--- config.mk ---
export PLATFORM = sky130hd
export DESIGN_NAME = pin_input_shifter
export DESIGN_NICKNAME = d
export VERILOG_FILES = /design/src/rtl/pio_pkg.sv /design/src/rtl/pin_sync.sv /design/src/rtl/pin_input_shifter.sv
export SDC_FILE = /design/constraint.sdc
export NUM_CORES = 1
export LEC_CHECK = 0
export ABC_AREA = 0
export CAP_MARGIN = 20
export CELL_PAD_IN_SITES_DETAIL_PLACEMENT = 0
export CELL_PAD_IN_SITES_GLOBAL_PLACEMENT = 2
export CORE_ASPECT_RATIO = 1.5
export CORE_UTILIZATION = 35
export DETAILED_ROUTE_END_ITERATION = 8
export HOLD_SLACK_MARGIN = 0.05
export PLACE_DENSITY_LB_ADDON = 0.1
export SLEW_MARGIN = 20
export SYNTH_ARGS = -nofsm -noshare
export SYNTH_HDL_FRONTEND = slang
export SYNTH_SLANG_ARGS = --single-unit
--- constraint.sdc ---
create_clock -name clock -period 14 [get_ports clock]
set_clock_uncertainty 0.1 [all_clocks]
set_input_delay 2.8 -clock clock [delete_from_list [all_inputs] [get_ports clock]]
set_output_delay 2.8 -clock clock [all_outputs]
set_load 0.03 [all_outputs]
--- src/rtl/pio_pkg.sv ---
// Shared types and widths for the PIO input shift path.
package pio_pkg;

  localparam int ISR_W = 32;
  localparam int CNT_W = 6;

  typedef enum logic [1:0] {
    IDLE      = 2'd0,
    PUSH_WAIT = 2'd1,
    PUSH_TRY  = 2'd2
  } state_e;

  // Bit-count fields encode 32 as 0; values past 32 saturate.
  function automatic logic [CNT_W:0] decode_count(input logic [CNT_W-1:0] c);
    logic [CNT_W:0] r;
    if (c == '0) r = 7'd32;
    else if ({1'b0, c} > 7'd32) r = 7'd32;
    else r = {1'b0, c};
    return r;
  endfunction

endpackage

--- src/rtl/pin_sync.sv ---
// STAGES-deep flop chain that brings asynchronous pad inputs into the clock domain.
module pin_sync #(
  parameter int STAGES = 2,
  parameter int WIDTH  = 32
) (
  input  logic             clock,
  input  logic             reset,
  input  logic [WIDTH-1:0] d,
  output logic [WIDTH-1:0] q
);

  for (genvar gi = 0; gi < STAGES; gi++) begin : g_stage
    logic [WIDTH-1:0] stage_q;
    logic [WIDTH-1:0] stage_d;

    if (gi == 0) begin : g_first
      assign stage_d = d;
    end else begin : g_next
      assign stage_d = g_stage[gi-1].stage_q;
    end

    always_ff @(posedge clock or negedge reset) begin
      if (!reset) stage_q <= '0;
      else        stage_q <= stage_d;
    end
  end

  assign q = g_stage[STAGES-1].stage_q;

endmodule

--- src/rtl/pin_input_shifter.sv ---
// PIO input shift register with IN/PUSH/autopush handling towards the RX FIFO.
// Optional sticky drop flag: define ISR_OVERFLOW_FLAG_EN.
module pin_input_shifter
  import pio_pkg::*;
#(
  parameter int SYNC_STAGES = 2
) (
  input  logic             clock,
  input  logic             reset,
  input  logic [ISR_W-1:0] pins_in,
  input  logic [4:0]       cfg_inBase,
  input  logic             cfg_shiftRight,
  input  logic             cfg_autopush,
  input  logic [CNT_W-1:0] cfg_pushThresh,
  input  logic             in_valid,
  input  logic [CNT_W-1:0] in_count,
  output logic             in_ready,
  input  logic             push_valid,
  input  logic             push_block,
  output logic             push_ready,
  output logic [ISR_W-1:0] rx_data,
  output logic             rx_valid,
  input  logic             rx_ready,
  output logic [CNT_W-1:0] isr_count,
`ifdef ISR_OVERFLOW_FLAG_EN
  output logic             rx_overflow,
  input  logic             overflow_clear,
`endif
  output logic             stall
);

  state_e           state_q, state_d;
  logic [ISR_W-1:0] isr_q, isr_d;
  logic [CNT_W-1:0] cnt_q, cnt_d;
  logic [ISR_W-1:0] rx_data_q, rx_data_d;

  logic [ISR_W-1:0]   pins_sync;
  logic [2*ISR_W-1:0] pins_rot;
  logic [CNT_W:0]     n_bits, thresh, cnt_sum;
  logic [CNT_W-1:0]   cnt_new;
  logic [ISR_W-1:0]   in_mask, in_data, isr_new;

  pin_sync #(.STAGES(SYNC_STAGES), .WIDTH(ISR_W)) u_pin_sync (
    .clock (clock),
    .reset (reset),
    .d     (pins_in),
    .q     (pins_sync)
  );

  // Doubling the word turns the window rotate into a plain right shift.
  assign pins_rot = {pins_sync, pins_sync} >> cfg_inBase;
  assign n_bits   = decode_count(in_count);
  assign thresh   = decode_count(cfg_pushThresh);
  assign in_mask  = (n_bits == 7'd32) ? '1 : ((32'h1 << n_bits) - 32'h1);
  assign in_data  = pins_rot[ISR_W-1:0] & in_mask;
  assign cnt_sum  = {1'b0, cnt_q} + n_bits;
  assign cnt_new  = (cnt_sum > 7'd32) ? 6'd32 : cnt_sum[CNT_W-1:0];

  always_comb begin
    isr_new = in_data;
    if (n_bits != 7'd32) begin
      if (cfg_shiftRight) isr_new = (isr_q >> n_bits) | (in_data << (7'd32 - n_bits));
      else                isr_new = (isr_q << n_bits) | in_data;
    end
  end

  always_comb begin
    state_d    = state_q;
    isr_d      = isr_q;
    cnt_d      = cnt_q;
    rx_data_d  = rx_data_q;
    in_ready   = 1'b0;
    push_ready = 1'b0;
    case (state_q)
      IDLE: begin
        if (push_valid) begin
          push_ready = 1'b1;
          rx_data_d  = isr_q;
          isr_d      = '0;
          cnt_d      = '0;
          state_d    = push_block ? PUSH_WAIT : PUSH_TRY;
        end else if (in_valid) begin
          in_ready = 1'b1;
          if (cfg_autopush && ({1'b0, cnt_new} >= thresh)) begin
            rx_data_d = isr_new;
            isr_d     = '0;
            cnt_d     = '0;
            state_d   = PUSH_WAIT;
          end else begin
            isr_d = isr_new;
            cnt_d = cnt_new;
          end
        end
      end
      PUSH_WAIT: if (rx_ready) state_d = IDLE;
      PUSH_TRY:  state_d = IDLE;
      default:   state_d = IDLE;
    endcase
  end

  always_ff @(posedge clock or negedge reset) begin
    if (!reset) begin
      state_q   <= IDLE;
      isr_q     <= '0;
      cnt_q     <= '0;
      rx_data_q <= '0;
    end else begin
      state_q   <= state_d;
      isr_q     <= isr_d;
      cnt_q     <= cnt_d;
      rx_data_q <= rx_data_d;
    end
  end

  // Decoded from the state register so reset drops rx_valid immediately.
  assign rx_valid  = (state_q == PUSH_WAIT) || (state_q == PUSH_TRY);
  assign rx_data   = rx_data_q;
  assign isr_count = cnt_q;
  assign stall     = (state_q == PUSH_WAIT) || (in_valid && !in_ready) || (push_valid && !push_ready);

`ifdef ISR_OVERFLOW_FLAG_EN
  logic ovf_q;
  logic drop;

  assign drop = (state_q == PUSH_TRY) && !rx_ready;

  always_ff @(posedge clock or negedge reset) begin
    if (!reset)              ovf_q <= 1'b0;
    else if (drop)           ovf_q <= 1'b1;
    else if (overflow_clear) ovf_q <= 1'b0;
  end

  assign rx_overflow = ovf_q;
`endif

endmodule

==> results of run 1 <==
layout make-up:
type / count / area [sq um] / area share
clock inverter: 14 / 211.5 / 0.01298
multi-input combinational: 1338 / 10090 / 0.6195
antenna: 1 / 2.502 / 0.0001536
inverter: 29 / 108.9 / 0.006680
tap: 500 / 625.6 / 0.03839
timing repair buffer: 158 / 1424 / 0.08738
sequential: 136 / 3403 / 0.2088
clock buffer: 17 / 425.4 / 0.02611
state kept, by name (all words and copies together) (netlist names):
name	count
isr_count	6
isr_q	32
rx_data	32
state_q	2
u_pin_sync.g_stage.stage_q	32
u_pin_sync.q	32
power by group:
group | switching [uW] | internal [uW]
Clock | 216 | 303
Sequential | 142 | 480
Combinational | 815 | 462
Total | 1170 | 1240
final timing paths:
kind,start,end,slack (ps)
max,in_count[5],rx_data[15]$_DFFE_PN0P_,4480
min,u_pin_sync.g_stage[0].stage_q[15]$_DFF_PN0_,u_pin_sync.q[15]$_DFF_PN0_,240
max reg2reg,isr_count[0]$_DFFE_PN0P_,rx_data[15]$_DFFE_PN0P_,8390
min reg2reg,u_pin_sync.g_stage[0].stage_q[15]$_DFF_PN0_,u_pin_sync.q[15]$_DFF_PN0_,240
max in group asynchronous,reset,rx_data[29]$_DFFE_PN0P_,10170
min in group asynchronous,reset,isr_count[2]$_DFFE_PN0P_,2290
cells by family (layout without fill, tap and decap cells):
logic type | count (synthesis) | after routing
AOI/OAI and AO/OA | 577 | 577
and+or+nand+nor | 486 | 486
muxes | 238 | 238
buffers and inverters | 174 | 218
DFF | 136 | 136
adders and majority gates | 20 | 20
xor gates and xnor gates | 15 | 15
other | 1 | 3
worst reg2reg max path: stages, from the launching register on:
cell and delay [ps]:
dfrtp_1 410, ha_1 230, ha_1 210, a21o_1 180, maj3_1 350, a21oi_1 230
xnor2_1 170, nor2_1 60, o21ai_0 440, inv_1 120, nand2_1 100, ha_1 220
nand2b_1 140, a21o_1 170, a21o_1 160, a21o_1 170, a21o_1 180, a21oi_1 380
nor2b_1 190, o21bai_2 450, buf_4 370, nor2_1 130, a221o_1 340
Yosys cell counts, drive strengths merged (10+ instances only):
cell type	number	share of area
o22ai	38	0.017
o31ai	13	0.0069
nor2	125	0.033
o211ai	21	0.011
ha	16	0.014
nor3	42	0.015
xnor2	11	0.0068
a21oi	110	0.039
o21a	11	0.0058
dfrtp	136	0.24
nand2	136	0.036
nand3	44	0.016
o21ai	106	0.037
and3	22	0.0097
and2	14	0.0062
a221o	12	0.0085
a22o	22	0.014
inv	26	0.0069
nand2b	22	0.0097
nand4	12	0.0053
clkbuf	100	0.027
a211oi	42	0.023
mux2i	135	0.096
a22oi	21	0.011
a32oi	14	0.0087
a31oi	10	0.0044
a21o	15	0.0080
a32o	14	0.0099
nor2b	17	0.0075
mux4	64	0.10
or3	12	0.0053
mux2	39	0.032
buf	45	0.016
a211o	10	0.0062
metrics by stage:
| stage | instances | setup slack [ps] | hold slack [ps] | power (uW) | instance area [sq um] |
|---|---|---|---|---|---|
| finish | 2193 | 4483 | 244.9 | 2418 | 16300 |
| global route | 2192 | 4052 | 251.6 | 2504 | 16290 |
| CTS | 2192 | 4497 | 245.0 | 2381 | 16270 |
| detailed placement | 2161 | 4033 | 234.7 | 1857 | 15630 |
| global placement | 2160 | 4129 | 232.2 | 1859 | 15620 |
| floorplan | 1648 | 5598 | 231.2 | 1315 | 14150 |
metal layers:
metal | wire length [microns] | GRT usage | vias up
met3 | 4845 | 0.06371 | 305
met5 | 22 | 0.001175 | -
met4 | 8368 | 0.3664 | 4
li1 | - | - | 6497
met2 | 38320 | 0.6669 | 839
met1 | 26370 | 0.3791 | 7579
==> summary.txt, run 1 <==
Timing
  – Fin crit period: 9517 ps
  – Achievable frequency: 105.1 MHz
  – RSZ-0062 raised after global routing: no
  – Relative slew slack: 0.1421
  – Final setup fails: 0
  – Slew Viols, Final: 0
  – Worst-Margin Slew: 1273 ps
  – Final worst-path cycle share: 0.6798
  – TNS Setup: 0 ps
  – Final hold vios: 0

Setup path
  – CP max stage delay: 610 ps
  – Worst path required time: 14,240 ps
  – Buffers & Inverters on Critical Path: 6
  – Worst setup EP type: flop
  – CP Class: in2reg
  – Crit path launch type: input port
  – Arrival time worst endpoint: 9760 ps
  – CP Depth: 27
  – CP max FO: 35
  – Most frequent CP cell: a21o_1
  – R2R depth: 22
  – Slowest cell on the critical path: buf_4
  – Top delay family on crit path: compound AO/OA/AOI/OAI gates

Place
  – Gpl congestion: 1.022
  – Input/output buffers: 98
  – Final HPWL DP: 58,960 microns

Pwr
  – PwrDens: 148.4 nW/um^2
  – Worst VDD drop: 0.06608 mV
  – Leak: 0.006519 uW

Finish
  – # fillers: 4,043
  – Area growth, synth to finish: 15.19%
  – Most frequent cells in the layout: nand2_1, dfrtp_1, mux2i_1, nor2_1, a21oi_1
  – NumNets Final: 1,753
  – Fin util: 0.4111
  – Layout cells sized above 1: 0.1383

Global routing
  – Largest net degree at the start of global routing: 76
  – Initial antenna violation count: 4
  – Global Route Usage Sum: 0.3779
  – Vias in the first global route: 15,110
  – First-pass GRT wire length: 110,500 microns
  – Total grt overflow: 0

Clock tree
  – Max H-tree Level: 4
  – Resize count post-CTS: 0
  – Clock latency on the worst-skew pair: 470 ps
  – Clock Path Buffers: 2
  – Reg clk slew, reported paths: 70 ps
  – TritonCTS Sinks: 136
  – Post-CTS Hold Buffers: 0
  – Setup Fix Bufs, Post-CTS: 0
  – CTS Buf Count: 17
  – CTS tree: built
  – Clock root buffer: clkbuf_16

Status
  – Failing checks: DRC
  – Status: finished with violations

Synthesis
  – Avg Cell Area, Syn: 8.590 sq um
  – Synthesized area: 14,150 sq um
  – Ys async rst share: 1.000
  – Compound-Gate Fraction of Synth Area: 0.2869
  – Xor/xnor share of the synthesized area: 0.009286
  – Combinational family with the most area after synthesis: compound AO/OA/AOI/OAI gates
  – Post-synth EDFFs: 0
  – Mapped Cells: 1,647
  – Synth Flop Type: dfrtp_1
  – Distinct cells, synth: 92
  – YS warnings: 0
  – Synth Area in Adders: 0.01698
  – Post-Synth Simple-Gate Area: 0.1662
  – Seq/Total Area, Yosys: 0.2406
  – Seq cells post-synth: 136
  – Multiplexer share of the synthesized area: 0.2292

Die
  – Chip height: 248.2 microns
  – Num ports: 99
  – Core Footprint: 39,640 sq um
  – Starting density of the core: 0.3569
  – Num rows: 89
  – Die area: 41,250 sq um
  – Die span in x: 166.2 microns

Routing
  – Vias post-DR: 15,220
  – Drt drc: 22
  – DRT Pass-1 Iters: 8
  – Routed Wire Length: 77,930 microns
  – Initial drt markers: 1,610
  – WL per Instance: 35.53 microns
  – Post-route ant nets: 0
  – Vias per inst: 6.942

Worst hold path
  – WHS Path Cells: 0
  – Hold WC Path Type: reg2reg

Flow run
  – MaxCap Viol Count: 0
Power figures use the tool's default switching activity.
==> run 2, diff against run 1 <==
clock period = 8.9 ns   (was 14 ns; I/O delays follow)
==> run 2 against run 1 <==
  * The flow still finishes with violations (DRC)
  * Power rose by 55%
  * Via count rose by 0.75%
  * Clock power rose by 52%
  * Clock-buffer cell count did not move
  * Hold slack improved by 3.0 ps
  * Largest power group unchanged
==> summary.txt, run 2 (same netlist as run 1, synthesis figures left out) <==
Timing
  – Achievable frequency: 126.6 MHz
  – Fin crit period: 7899 ps
  – TNS Setup: 0 ps
  – Relative slew slack: 0.1531
  – Final worst-path cycle share: 0.8875
  – Worst hold slack: 247.9 ps
  – Final hold vios: 0
  – RSZ-0062 raised after global routing: no
  – Slew Viols, Final: 0
  – Final setup fails: 0
  – Worst-Margin Slew: 1257 ps

Pwr
  – Leak: 0.006483 uW
  – Worst VDD drop: 0.08751 mV
  – PwrDens: 231.2 nW/um^2

Global routing
  – Total grt overflow: 0
  – GRT busiest layer: met2
  – Initial antenna violation count: 4
  – Vias in the first global route: 15,080
  – Met3 Use GR: 0.07436
  – Global Route Usage Sum: 0.3881
  – GR Layer Usage met1: 0.3952
  – Largest net degree at the start of global routing: 71
  – Met2 GRT Util: 0.6895
  – First-pass GRT wire length: 113,100 microns

Setup path
  – Reg2reg start: isr_count[0]$_DFFE_PN0P_
  – Arrival time worst endpoint: 8180 ps
  – CP max stage delay: 930 ps
  – Worst setup path endpoint: rx_data[28]$_DFFE_PN0P_
  – CP max FO: 21
  – R2R depth: 22
  – CP Class: in2reg
  – Worst path required time: 9180 ps
  – CP Cell Sequence: clkdlybuf4s50_1, nor2b_1, o21ai_1, buf_4, nand2_1, inv_2, ha_1, buf_4, nand2b_1, o311ai_0, nand2_1, nor3_1, o2bb2ai_1, o21ai_0, a21oi_1, a211o_1, o2111ai_1, o21ai_0
  – Crit path launch type: input port
  – Worst setup EP type: flop
  – Worst Setup SP: in_count[1]
  – FF-to-FF setup slack: 3430 ps
  – Slowest cell on the critical path: o311ai_0
  – R2r endpoint: rx_data[22]$_DFFE_PN0P_

Die
  – Num rows: 89
  – Num ports: 99
  – Core Footprint: 39,640 sq um
  – Die area: 41,250 sq um
  – Starting density of the core: 0.3569
  – Die span in x: 166.2 microns
  – Chip height: 248.2 microns

Finish
  – # fillers: 4,057
  – Multi-input logic area: 10,070 sq um
  – NumNets Final: 1,750
  – Most frequent cells in the layout: nand2_1, dfrtp_1, mux2i_1, nor2_1, a21oi_1
  – Register area: 3403 sq um
  – Area growth, synth to finish: 14.69%
  – Layout cells sized above 1: 0.1350
  – Non-Filler Instances: 2,190

Routing
  – Vias post-DR: 15,340
  – Routed Wire Length: 79,430 microns
  – WL per Instance: 36.27 microns
  – Initial drt markers: 1,634
  – Vias per inst: 7.004
  – DRT Pass-1 Iters: 9
  – Drt drc: 22
  – Post-route ant nets: 0

Clock tree
  – Reg clk slew, reported paths: 70 ps
  – Max H-tree Level: 4
  – Clock latency on the worst-skew pair: 460 ps
  – CTS tree: built
  – Post-CTS Hold Buffers: 0
  – Clock Path Buffers: 2
  – TritonCTS Sinks: 136
  – Resize count post-CTS: 0
  – Setup Fix Bufs, Post-CTS: 0
  – CTS Buf Count: 17
  – Clock root buffer: clkbuf_16

Status
  – Failing checks: DRC
  – Status: finished with violations

Place
  – Gpl congestion: 1.046
  – Input/output buffers: 98
  – Final HPWL DP: 60,200 microns
  – DP Cell Count: 2,157

Worst hold path
  – Hold WC Path Type: reg2reg

Flow run
  – MaxCap Viol Count: 0
-- run 2: per-layer routing --
metal  wire length [microns]  part of all wire
met3                    5376             0.068
met4                    7880             0.099
met2                   39420              0.50
met5                       9           0.00011
met1                   26750              0.34
-- run 2: critical path, delay by kind of cell --
family,cells,cell delay [ps]
compound gates,8,2760
fa+ha+maj,1,190
buf+inv,4,1390
simple gates,5,2020
-- run 2: worst min path at each step --
stage | startpoint | slack, ps | cells after the start | to
CTS | u_pin_sync.g_stage[0].stage_q[15]$_DFF_PN0_ | 250 | 0 | u_pin_sync.q[15]$_DFF_PN0_
global route | u_pin_sync.g_stage[0].stage_q[2]$_DFF_PN0_ | 250 | 0 | u_pin_sync.q[2]$_DFF_PN0_
detailed placement | u_pin_sync.g_stage[0].stage_q[13]$_DFF_PN0_ | 230 | 0 | u_pin_sync.q[13]$_DFF_PN0_
global placement | u_pin_sync.g_stage[0].stage_q[13]$_DFF_PN0_ | 230 | 0 | u_pin_sync.q[13]$_DFF_PN0_
floorplan | u_pin_sync.g_stage[0].stage_q[0]$_DFF_PN0_ | 230 | 0 | u_pin_sync.q[0]$_DFF_PN0_
finish | u_pin_sync.g_stage[0].stage_q[21]$_DFF_PN0_ | 250 | 0 | u_pin_sync.q[21]$_DFF_PN0_
-- run 2: final cells by class --
cell class              count  area share
multi-input cells        1338      0.6205
flip-flops and latches    136      0.2097
repair buffers            155     0.08660
well taps                 500     0.03856
clock buffers              17     0.02622
clock inverters            14     0.01157
inverters                  29    0.006709
diodes                      1   0.0001542
-- run 2: metrics by stage --
step                total power, uW  worst slack (ps)    util  cell area, sq um
floorplan                      2069              1518       -             14150
global placement               2902             965.7  0.3933             15590
detailed placement             2895             924.5  0.3933             15590
CTS                            3693              1370  0.4088             16210
global route                   3896             872.1  0.4092             16220
finish                         3751              1001  0.4093             16230
-- run 2: power by group --
part / internal [uW] / switching, uW / leakage (uW)
sequential: 754 / 252 / 0.00169
combinational: 716 / 1240 / 0.00450
clock: 448 / 341 / 0.000291
